File: src/rtl/disp_pkg.sv
// Shared display definitions: sample/BCD widths, decimal ceiling, clamp helper and FSM states.
package disp_pkg;

  localparam int unsigned DISP_DATA_W    = 20;
  localparam int unsigned DISP_BCD_W     = 24;
  localparam int unsigned DISP_MAX_VALUE = 999_999;

  typedef enum logic {
    DISP_IDLE = 1'b0,
    DISP_SHOW = 1'b1
  } disp_state_e;

  // Limit a sample to what six decimal digits can show.
  function automatic logic [DISP_DATA_W-1:0] clamp_disp(input logic [DISP_DATA_W-1:0] value);
    return (value > DISP_DATA_W'(DISP_MAX_VALUE)) ? DISP_DATA_W'(DISP_MAX_VALUE) : value;
  endfunction

endpackage

File: src/rtl/disp_sync_fifo.sv
// Circular single-clock FIFO with registered occupancy; head word is read combinationally.
module disp_sync_fifo
  import disp_pkg::*;
#(
  parameter int unsigned DATA_WIDTH = DISP_DATA_W,
  parameter int unsigned DEPTH      = 8
) (
  input  logic                         clk,
  input  logic                         rst,
  input  logic                         i_push,
  input  logic                         i_pop,
  input  logic [DATA_WIDTH-1:0]        i_wr_data,
  output logic [DATA_WIDTH-1:0]        o_rd_data_c,
  output logic [$clog2(DEPTH+1)-1:0]   o_level,
  output logic                         o_full_c,
  output logic                         o_empty_c
);

  localparam int unsigned PTR_W = $clog2(DEPTH);
  localparam int unsigned LVL_W = $clog2(DEPTH + 1);

  logic [DATA_WIDTH-1:0] r_mem [DEPTH];
  logic [PTR_W-1:0]      r_wr_ptr;
  logic [PTR_W-1:0]      r_rd_ptr;
  logic                  w_do_push;
  logic                  w_do_pop;

  assign o_full_c    = (o_level == LVL_W'(DEPTH));
  assign o_empty_c   = (o_level == '0);
  assign w_do_push   = i_push & ~o_full_c;
  assign w_do_pop    = i_pop & ~o_empty_c;
  assign o_rd_data_c = r_mem[r_rd_ptr];

  always_ff @(posedge clk) begin
    if (w_do_push) r_mem[r_wr_ptr] <= i_wr_data;
  end

  // Power-of-two depth lets the pointers wrap naturally.
  always_ff @(posedge clk or posedge rst) begin
    if (rst) begin
      r_wr_ptr <= '0;
      r_rd_ptr <= '0;
      o_level  <= '0;
    end else begin
      if (w_do_push) r_wr_ptr <= r_wr_ptr + PTR_W'(1);
      if (w_do_pop)  r_rd_ptr <= r_rd_ptr + PTR_W'(1);
      if (w_do_push && !w_do_pop)      o_level <= o_level + LVL_W'(1);
      else if (!w_do_push && w_do_pop) o_level <= o_level - LVL_W'(1);
    end
  end

endmodule

File: src/rtl/disp_value_buffer.sv
// Queues producer samples and presents each, clamped to six decimal digits, for a fixed dwell
// time with a read_enable strobe for the downstream BCD converter.
module disp_value_buffer
  import disp_pkg::*;
#(
  parameter int unsigned DATA_WIDTH  = DISP_DATA_W,
  parameter int unsigned DEPTH       = 8,
  parameter int unsigned HOLD_CYCLES = 50_000_000,
  parameter int unsigned RE_CYCLES   = 4096,
  parameter int unsigned MAX_VALUE   = DISP_MAX_VALUE
) (
  input  logic                        clk,
  input  logic                        rst,
  input  logic [DATA_WIDTH-1:0]       in_data,
  input  logic                        in_valid,
  output logic                        in_ready,
  input  logic                        drop_clr,
  output logic [DATA_WIDTH-1:0]       buff_out,
  output logic                        read_enable,
  output logic [$clog2(DEPTH+1)-1:0]  level,
  output logic                        drop_flag
);

  localparam int unsigned HOLD_W = $clog2(HOLD_CYCLES + 1);
  localparam int unsigned RE_W   = $clog2(RE_CYCLES + 1);

  disp_state_e       r_state;
  logic [HOLD_W-1:0] r_hold_cnt;
  logic [RE_W-1:0]   r_re_cnt;

  logic                  w_push;
  logic                  w_pop;
  logic                  w_full;
  logic                  w_empty;
  logic [DATA_WIDTH-1:0] w_head;
  logic [DATA_WIDTH-1:0] w_clamped;

  disp_sync_fifo #(
    .DATA_WIDTH (DATA_WIDTH),
    .DEPTH      (DEPTH)
  ) u_fifo (
    .clk         (clk),
    .rst         (rst),
    .i_push      (w_push),
    .i_pop       (w_pop),
    .i_wr_data   (in_data),
    .o_rd_data_c (w_head),
    .o_level     (level),
    .o_full_c    (w_full),
    .o_empty_c   (w_empty)
  );

  assign in_ready  = ~w_full;
  assign w_push    = in_valid & in_ready;
  // Pop from IDLE, or back-to-back from SHOW on the cycle the dwell expires.
  assign w_pop     = ~w_empty & ((r_state == DISP_IDLE) || (r_hold_cnt == '0));
  assign w_clamped = (w_head > DATA_WIDTH'(MAX_VALUE)) ? DATA_WIDTH'(MAX_VALUE) : w_head;

  always_ff @(posedge clk or posedge rst) begin
    if (rst) begin
      r_state     <= DISP_IDLE;
      r_hold_cnt  <= '0;
      r_re_cnt    <= '0;
      buff_out    <= '0;
      read_enable <= 1'b0;
    end else if (w_pop) begin
      r_state     <= DISP_SHOW;
      r_hold_cnt  <= HOLD_W'(HOLD_CYCLES - 1);
      r_re_cnt    <= RE_W'(RE_CYCLES - 1);
      buff_out    <= w_clamped;
      read_enable <= 1'b1;
    end else if (r_state == DISP_SHOW) begin
      if (r_hold_cnt == '0) begin
        r_state     <= DISP_IDLE;
        read_enable <= 1'b0;
      end else begin
        r_hold_cnt <= r_hold_cnt - HOLD_W'(1);
        if (r_re_cnt == '0) read_enable <= 1'b0;
        else                r_re_cnt    <= r_re_cnt - RE_W'(1);
      end
    end
  end

  // Sticky overflow indicator; a new drop outranks a clear in the same cycle.
  always_ff @(posedge clk or posedge rst) begin
    if (rst)                       drop_flag <= 1'b0;
    else if (in_valid && w_full)   drop_flag <= 1'b1;
    else if (drop_clr)             drop_flag <= 1'b0;
  end

endmodule

File: config.mk
export PLATFORM = sky130hd
export DESIGN_NAME = disp_value_buffer
export DESIGN_NICKNAME = d
export VERILOG_FILES = /design/src/rtl/disp_pkg.sv /design/src/rtl/disp_sync_fifo.sv /design/src/rtl/disp_value_buffer.sv
export SDC_FILE = /design/constraint.sdc
export NUM_CORES = 1
export LEC_CHECK = 0
export CORE_UTILIZATION = 30
export DETAILED_ROUTE_END_ITERATION = 7
export PLACE_DENSITY = 0.58
export REMOVE_ABC_BUFFERS = 1
export SLEW_MARGIN = 20
export SYNTH_ARGS = -nofsm -noshare
export SYNTH_HDL_FRONTEND = slang
export SYNTH_HIERARCHICAL = 1
export SYNTH_SLANG_ARGS = --single-unit
File: constraint.sdc
create_clock -name clk -period 3.8 [get_ports clk]
set_clock_uncertainty 0.05 [all_clocks]
set_input_delay 0.76 -clock clk [delete_from_list [all_inputs] [get_ports clk]]
set_output_delay 0.76 -clock clk [all_outputs]
set_load 0.05 [all_outputs]
==> run_results.csv <==
group,metric,value,unit
logic_synthesis,ys_warn_count,6,
setup_path,rrSetupSlack,0.41,ns
floorplanning,die_w,186,um
sta,period_needed,3.39,ns
global_route,grt_pass1_wl,32.9,mm
logic_synthesis,synthDistinctLibCells,68,
finish,antennaDiodeCount,0,
finish,area_growth,18.3,%
sta,worst_pin_slew,0.817,ns
detailed_routing,wl_per_cell,18.2,um
place,io_buffers,50,
setup_path,slowest_delay,0.52,ns
cts,clk_latency,0.55,ns
cts,numCtsBuffers,26,
logic_synthesis,synth_commonest_cells,"160 x edfxtp_1, 72 x dfrtp_1, 34 x mux4_1, 27 x inv_1, 24 x mux2_2",
sta,fmax,0.295,GHz
global_route,antenna_found_initial,0,
setup_path,cp_data_arrival_time,3.74,ns
setup_path,worst-path-max-fanout,6,
flow_run,maxCapViolCount,0,
setup_path,worst_path_max_delay_cell,"or4_1",
place,pre_cts_ws,0.278,ns
place,gp_congestion,0.761,
floorplanning,die_h,186,um
detailed_routing,drt-total-wl,21.0,mm
setup_path,cp_cell_sequence,"inv_1, ha_1, nor3b_2, nand4_2, o21ai_2, nand2_1, inv_2, o41ai_4, ha_1, inv_1, ha_1, or4_1, nand3_1, o211ai_1",
place,dp_hpwl,12.6,mm
logic_synthesis,yosysMostFrequentCell,"edfxtp_1",
sta,rsz0062_at_grt,"false",
sta,worst_slack,0.412,ns
sta,setup_viol,0,
power_and_ir_drop,p_per_area,540,nW/um^2
sta,max_slew_margin,45.5,%
detailed_routing,via_count,5620,
logic_synthesis,synth_edf_count,160,
sta,hold_viol_final,0,
logic_synthesis,synth-seq-area-share,64.7,%
power_and_ir_drop,power,6.52,mW
detailed_routing,dr.first_iter.drc_count,262,
power_and_ir_drop,p_leak,4.26,nW
finish,drive_gt1_share,16.8,%
logic_synthesis,synthTopCellsByArea,"edfxtp_1 47%, dfrtp_1 18%, mux4_1 8.8%",
logic_synthesis,yosys.area.top_type,"edfxtp_1",
cts,cts.reportedPaths.clkPinSlew,0.06,ns
floorplanning,core-area,33500,um^2
logic_synthesis,synthArstFlopShare,31.0,%
global_route,grt_pass1_vias,5654,
logic_synthesis,synth-seq-cells,232,
finish,nNetsFinal,724,
setup_path,critPathRequiredTime,4.15,ns
floorplanning,initial_core_util,30.4,%
setup_path,crit_path_start_kind,"register",
global_route,grt.total_usage,12.1,%
setup_path,path_class,"register to register",
sta,fin_crit_sh,89.1,%
logic_synthesis,ys.flop_type,"edfxtp_1",
cts,cts_tree,"built",
sta,timing.hold.ws,0.404,ns
cts,clock-sinks,232,
cts,cts_root_buffer,"clkbuf_16",
detailed_routing,first_pass_iters,6,
setup_path,cpMostUsedCell,"ha_1",
detailed_routing,vias_per_cell,4.86,
logic_synthesis,synth_top_cell_area_share,47.1,%
logic_synthesis,synth_area,10200,um^2
cts,cts_buffer_depth,3,
global_route,grt-ovfl-total,0,
power_and_ir_drop,vdd_drop_max,0.351,mV
floorplanning,core.rowCount,67,
logic_synthesis,netlist_instances,623,
logic_synthesis,syn_avg_cell_area,16.4,um^2
finish,fillers,3220,
detailed_routing,ant_nets,0,
cts,htree_num_levels,1,
global_route,grt_max_degree,58,
outcome,status,"completed",
hold_path,min-delay-path-class,"primary input to async pin",
sta,slew_viol_final,0,
floorplanning,die_area,34800,um^2
setup_path,endpoint_kind,"register",
floorplanning,ios,51,
detailed_routing,drcViolationCount,0,
-- cell usage in the layout (no fill, tap or decap), types with 11 or more instances in the layout --
master,n
buf_4,19
nand3_1,18
mux2i_1,11
inv_1,26
mux2_2,24
mux4_1,34
edfxtp_1,160
dfrtp_1,71
nand2_1,19
clkdlybuf4s50_1,50
o31ai_1,15
a21oi_1,19
o21ai_0,17
nor2_1,11
clkbuf_16,26
-- power breakdown --
group,internal [mW],switching (mW)
sequential,3.03,0.118
combinational,0.322,0.577
clock,1.48,0.991
-- flip-flops by register name, indices dropped and copies added (netlist names) --
register and count:
buff_out 20, drop_flag 1, r_hold_cnt 26, r_re_cnt 13, r_state 1, read_enable 1, u_fifo/o_level 4, u_fifo/r_mem 160
u_fifo/r_rd_ptr 3, u_fifo/r_wr_ptr 3
-- cell families after synthesis --
group                      count (synthesis)  share of synthesized area, %
adders and majority gates                 10                          1.30
buffers and inverters                     59                          3.37
and+or+nand+nor                          126                          7.83
AOI/OAI and AO/OA                        107                          7.61
muxes                                     81                          14.5
DFF                                      232                          64.7
xor gates and xnor gates                   8                         0.687
-- critical path, delay by kind of cell (launching register included) --
family	cells	cell delay, ns
flops	1	0.44
compound gates	3	0.40
simple gates	5	1.25
buf+inv	3	0.37
fa+ha+maj	3	0.74
-- layout make-up --
type                       instances  area, um^2  area share [%]
clock inverter                    15         173            1.43
tap                              448         561            4.64
multi-input combinational        332        3290            27.3
sequential                       232        6610            54.7
inverter                          29         109           0.902
clock buffer                      32         683            5.66
timing repair buffer              69         643            5.33
-- path summary, 6_finish.rpt --
path / from / cells after the start / endpoint
max in group asynchronous: rst / 3 / buff_out[12]
min: rst / 2 / buff_out[16]
min in group clk: r_hold_cnt[19] / 1 / r_hold_cnt[19]
min reg2reg: r_hold_cnt[19] / 1 / r_hold_cnt[19]
max: r_hold_cnt[0] / 14 / u_fifo/o_level[3]
max reg2reg: r_hold_cnt[0] / 14 / u_fifo/o_level[3]
-- metal layers --
layer / vias to the layer above / global-route usage [%] / wire, um
li1: 2654 / - / -
met1: 2840 / 15.4 / 9200
met2: 96 / 21.5 / 10800
met3: 30 / 1.96 / 650
met4: 0 / 2.92 / 444
met5: - / 0 / 0
-- per-stage QoR --
step                      instances  utilization [%]  setup TNS [ns]  instance area [um^2]
after floorplan                 593                -           -8.77                  9970
after detailed placement       1110             33.4               0                 11200
final                          1157             36.0               0                 12100
after global placement         1110             33.4               0                 11200
after CTS                      1157             36.0               0                 12100
after global routing           1157             36.0               0                 12100
-- timing repair --
action | CTS | global route
setup buffers | 0 | 0
endpoints found under the setup margin | 0 | 1
hold buffers | 0 | 0
hold endpoints to repair | 0 | 0
resized for setup | 0 | 1
Note: power is estimated with default switching activity, not from simulation.
